File: src/rtl/blwl_bank_programmer.sv
// Bit-line / word-line programmer: writes one word into a bank row using a
// setup / WL pulse / hold sequence with all outputs registered.
module blwl_bank_programmer #(
  parameter  int NUM_BL    = 8,
  parameter  int NUM_WL    = 4,
  parameter  int SETUP_CYC = 1,
  parameter  int PULSE_CYC = 2,
  parameter  int HOLD_CYC  = 1,
  localparam int AW        = (NUM_WL > 1) ? $clog2(NUM_WL) : 1
) (
  input  logic              prog_clk,
  input  logic              prog_reset,
  input  logic              cfg_valid,
  output logic              cfg_ready,
  input  logic [AW-1:0]     cfg_wl_addr,
  input  logic [NUM_BL-1:0] cfg_data,
  output logic [NUM_BL-1:0] bl,
  output logic [NUM_BL-1:0] blb,
  output logic [NUM_WL-1:0] wl,
  output logic              busy,
  output logic              done,
  output logic              addr_err,
  output logic [15:0]       words_written
);

  localparam int MAXC = (SETUP_CYC > PULSE_CYC) ?
                        ((SETUP_CYC > HOLD_CYC) ? SETUP_CYC : HOLD_CYC) :
                        ((PULSE_CYC > HOLD_CYC) ? PULSE_CYC : HOLD_CYC);
  localparam int CW = (MAXC > 1) ? $clog2(MAXC) : 1;

  localparam logic [CW-1:0] SETUP_LD = CW'(SETUP_CYC - 1);
  localparam logic [CW-1:0] PULSE_LD = CW'(PULSE_CYC - 1);
  localparam logic [CW-1:0] HOLD_LD  = CW'(HOLD_CYC - 1);

  // Per-address legality table; avoids a width-limited constant compare when
  // NUM_WL is a power of two.
  function automatic logic [(1<<AW)-1:0] addr_ok_mask();
    logic [(1<<AW)-1:0] m;
    for (int i = 0; i < (1 << AW); i++) m[i] = (i < NUM_WL);
    return m;
  endfunction
  localparam logic [(1<<AW)-1:0] ADDR_OK = addr_ok_mask();

  typedef enum logic [1:0] {IDLE, SETUP, PULSE, HOLD} state_t;

  state_t             state, state_n;
  logic [CW-1:0]      cnt, cnt_n;
  logic [NUM_WL-1:0]  sel, sel_n, dec;
  logic [NUM_BL-1:0]  bl_n, blb_n;
  logic [NUM_WL-1:0]  wl_n;
  logic               busy_n, done_n, err_n, ready_n;
  logic [15:0]        count_q;
  logic               accept, addr_ok, phase_end;

  assign accept    = cfg_valid && cfg_ready;
  assign addr_ok   = ADDR_OK[cfg_wl_addr];
  assign phase_end = (cnt == '0);

  for (genvar i = 0; i < NUM_WL; i++) begin : g_dec
    assign dec[i] = (cfg_wl_addr == AW'(i));
  end

  // State register and the shared phase timer
  always_ff @(posedge prog_clk) begin
    if (prog_reset) begin
      state <= IDLE;
      cnt   <= '0;
    end else begin
      state <= state_n;
      cnt   <= cnt_n;
    end
  end

  // Next state; the timer reloads on every state entry
  always_comb begin
    state_n = state;
    case (state)
      IDLE:    if (accept && addr_ok) state_n = SETUP;
      SETUP:   if (phase_end)         state_n = PULSE;
      PULSE:   if (phase_end)         state_n = HOLD;
      HOLD:    if (phase_end)         state_n = IDLE;
      default:                        state_n = IDLE;
    endcase
    if (state_n != state) begin
      case (state_n)
        SETUP:   cnt_n = SETUP_LD;
        PULSE:   cnt_n = PULSE_LD;
        HOLD:    cnt_n = HOLD_LD;
        default: cnt_n = '0;
      endcase
    end else begin
      cnt_n = phase_end ? cnt : cnt - 1'b1;
    end
  end

  // Next output values; bl/blb double as the captured data word
  always_comb begin
    bl_n  = bl;
    blb_n = blb;
    sel_n = sel;
    if (state == IDLE && state_n == SETUP) begin
      bl_n  = cfg_data;
      blb_n = ~cfg_data;
      sel_n = dec;
    end else if (state_n == IDLE) begin
      bl_n  = '0;
      blb_n = '0;
    end
    wl_n    = (state_n == PULSE) ? sel_n : '0;
    busy_n  = (state_n != IDLE);
    ready_n = (state_n == IDLE);
    done_n  = (state == HOLD) && (state_n == IDLE);
    err_n   = (state == IDLE) && accept && !addr_ok;
  end

  always_ff @(posedge prog_clk) begin
    if (prog_reset) begin
      bl        <= '0;
      blb       <= '0;
      wl        <= '0;
      sel       <= '0;
      busy      <= 1'b0;
      done      <= 1'b0;
      addr_err  <= 1'b0;
      cfg_ready <= 1'b0;
      count_q   <= '0;
    end else begin
      bl        <= bl_n;
      blb       <= blb_n;
      wl        <= wl_n;
      sel       <= sel_n;
      busy      <= busy_n;
      done      <= done_n;
      addr_err  <= err_n;
      cfg_ready <= ready_n;
      count_q   <= count_q + 16'(done_n);
    end
  end

  assign words_written = count_q;

endmodule
File: config.mk
export PLATFORM = sky130hd
export DESIGN_NAME = blwl_bank_programmer
export DESIGN_NICKNAME = d
export VERILOG_FILES = /design/src/rtl/blwl_bank_programmer.sv
export SDC_FILE = /design/constraint.sdc
export NUM_CORES = 1
export LEC_CHECK = 0
export CAP_MARGIN = 25
export CORE_ASPECT_RATIO = 2
export CORE_UTILIZATION = 46
export DETAILED_ROUTE_END_ITERATION = 8
export PLACE_DENSITY = 0.82
export RECOVER_POWER = 50
export SLEW_MARGIN = 0
export SYNTH_ARGS = -nofsm -noshare
export SYNTH_HDL_FRONTEND = slang
export SYNTH_SLANG_ARGS = --single-unit
File: constraint.sdc
create_clock -name prog_clk -period 2.35 [get_ports prog_clk]
set_input_delay 0.3525 -clock prog_clk [delete_from_list [all_inputs] [get_ports prog_clk]]
set_output_delay 0.3525 -clock prog_clk [all_outputs]
set_load 0.02 [all_outputs]
==> run_results.csv <==
group,metric,value,unit
cts,postCtsSetupRepairBufs,0,
yosys,syn_area,0.00178,mm^2
sta,slew_headroom,34.8,%
floorplanning,die_h,90.0,um
sta,worst_hold_slack,0.491,ns
sta,rsz0062_at_grt,"false",
yosys,ys.flop_type,"dfxtp_1",
setup_path,cp-start-kind,"flip-flop",
routing,finalWirelength,3730,um
power,p_sw_share,24.4,%
routing,post_drt_via_cell_ratio,5.02,
power,clockPowerShare,35.0,%
global_route,busiest_layer,"met2",
global_route,grt_usage,20.3,%
cts,clk_latency,0.29,ns
sta,fin_setup_tns,0,ns
sta,finalSetupViolations,0,
place,port_buffers,51,
global_route,antenna_found_initial,0,
status,status,"finished, final reports clean",
setup_path,critPathCaptureType,"flip-flop",
floorplanning,rows,31,
routing,vias,1487,
yosys,netlist.area_leader.share,51.8,%
sta,maxSlewViolCount,0,
cts,cts_root_buffer,"clkbuf_8",
sta,fin_skew,0.00501,ns
global_route,use_met1,22.5,%
sta,worst_slew_pin_slew,0.974,ns
cts,cts_hold_buf,0,
cells_and_area,diodes,0,
cells_and_area,area.sequential,921,um^2
setup_path,worstSetupPathType,"reg -> reg",
cells_and_area,layout-drive-gt1-share,6.48,%
global_route,use_met3,3.61,%
routing,drc_errors,0,
floorplanning,start_util,48.8,%
power,leakagePower,0.948,nW
cells_and_area,finish.utilization,66.9,%
yosys,synth-edff-count,0,
sta,fmax,505,MHz
floorplanning,dieArea,0.00414,mm^2
power,comb_power_share,14.6,%
global_route,grt_pass1_vias,1449,
global_route,grt_max_degree,21,
sta,period_share,84.3,%
yosys,syn_nets,211,
floorplanning,die_x,46.0,um
yosys,synth_cell_type_count,34,
yosys,synth.most_common_cell,"nor2_1",
setup_path,crit_fanout,9,
cells_and_area,fin_nets,263,
yosys,synthArstFlopShare,0,%
global_route,grt_pass1_wl,6340,um
place,place.gp.congestion,0.878,
cells_and_area,multi_input_area,801,um^2
run,cap_violations,0,
sta,min_period,1.98,ns
cts,cts_tree,"done",
cells_and_area,num-fill-cells,318,
global_route,grt_remaining_overflow,0,
yosys,ys_warn_count,0,
place,dp_hpwl,2810,um
cts,cts.clk_slew.worst_paths,0.08,ns
power,ir_worst_vdd,678,uV
global_route,grt_util_met2,34.0,%
min_path,hp-class,"reg -> reg",
cts,numCtsBuffers,5,
power,netSwitchingPower,0.406,mW
yosys,ys_ff_latch,46,
routing,detail_route.iter0.violations,27,
yosys,synth_area_leaders,"dfxtp_1 52%, nor2_1 11%, a21oi_1 4.5%",
setup_path,cp.required,2.53,ns
cts,h-tree-depth,2,
setup_path,critPathArrivalTime,2.16,ns
yosys,synth_area_per_cell,9.12,um^2
cts,cts.path.max_buffers,2,
yosys,yosys-top-cells-count,"50 x nor2_1, 46 x dfxtp_1, 16 x a21oi_1",
routing,drtPass1Iterations,4,
routing,wl_per_cell,12.6,um
power,pwr_density_cell,683,mW/mm^2
yosys,synth_top_area_cell,"dfxtp_1",
sta,hold_viol,0,
floorplanning,core,0.00365,mm^2
power,power_frac_seq,50.4,%
yosys,synth_cells,195,
cells_and_area,areaGrowthSynthToFinish,37.1,%
routing,antenna_left,0,
cts,clock_sinks,46,
yosys,synth_seq_area_share,51.8,%
cts,cts.repair.resized,0,
floorplanning,ios,53,
power,p_int,1.26,mW
## layout make-up
| class | count | share of cell area [%] |
|---|---|---|
| Clock buffer | 6 | 3.38 |
| Sequential cell | 46 | 37.7 |
| Inverter | 1 | 0.154 |
| Timing Repair Buffer | 56 | 22.2 |
| Tap cell | 49 | 2.51 |
| Multi-Input combinational cell | 137 | 32.8 |
| Clock inverter | 1 | 1.23 |
## power by group through the flow
stage	logic, mW	clock network, mW	registers [mW]
after global routing	0.268	0.635	0.846
after CTS	0.255	0.597	0.840
after global placement	0.251	0	0.857
after floorplan	0.132	0	0.879
after detailed placement	0.255	0	0.858
final	0.244	0.583	0.840
## layer usage
metal / share of wire [%] / wire [um]
met1: 37 / 1380
met2: 56 / 2080
met3: 3.7 / 136
met4: 3.3 / 123
met5: 0 / 0
## path summary, 6_finish.rpt
| kind | slack [ns] | end | start | cells past startpoint |
|---|---|---|---|---|
| setup / recovery | 0.37 | words_written[12]$_SDFF_PP0_ | state[1]$_SDFF_PP0_ | 7 |
| hold / removal | 0.49 | sel[0]$_SDFF_PP0_ | sel[0]$_SDFF_PP0_ | 2 |
| setup reg to reg | 0.37 | words_written[12]$_SDFF_PP0_ | state[1]$_SDFF_PP0_ | 7 |
| hold reg to reg | 0.49 | sel[0]$_SDFF_PP0_ | sel[0]$_SDFF_PP0_ | 2 |
## registers in the layout, summed over array words and instances, names as in the netlist
name           count
cnt                1
wl                 4
busy               1
sel                4
cfg_ready          1
done               1
blb                8
state              2
words_written     16
bl                 8
## critical path, stage by stage (launching register included)
cell and delay (ns):
dfxtp_1 0.47, and3b_1 0.28, ha_1 0.17, ha_1 0.19, nand2_1 0.10, nor2_1 0.24, nand3_1 0.13, mux2_2 0.28
## cells in the final DEF (no fill, tap or decap), types with 2 or more instances in the layout
cell,netlist,final
a21oi_1,16,16
a22oi_1,8,8
and3_1,2,2
buf_4,1,3
clkbuf_1,1,2
clkbuf_8,0,6
clkdlybuf4s50_1,0,36
dfxtp_1,46,46
dlygate4sd3_1,0,15
ha_1,3,3
mux2_1,2,2
mux2_2,2,2
nand2_1,6,6
nand3_1,7,7
nor2_1,50,51
nor2b_1,9,9
nor3_1,4,4
nor3b_1,4,4
xnor2_1,8,8
xor2_1,2,2
## logic make-up after synthesis
family | synth area share [%]
AND/OR/NAND/NOR | 26.8
flip-flops | 51.8
AO/OA/AOI/OAI | 8.58
buffers and inverters | 3.09
XOR/XNOR | 4.92
multiplexers | 2.53
adder cells (fa/ha/maj) | 2.11
other | 0.211
## stage by stage
step / area [um^2] / setup WS (ns) / instances / power (mW)
after floorplan: 1780 / 0.564 / 195 / 1.01
after global placement: 2340 / 0.451 / 289 / 1.11
after detailed placement: 2340 / 0.372 / 289 / 1.11
after CTS: 2450 / 0.350 / 296 / 1.69
after global routing: 2440 / 0.244 / 296 / 1.75
final: 2440 / 0.370 / 296 / 1.67
Note: power is estimated with default switching activity, not from simulation.
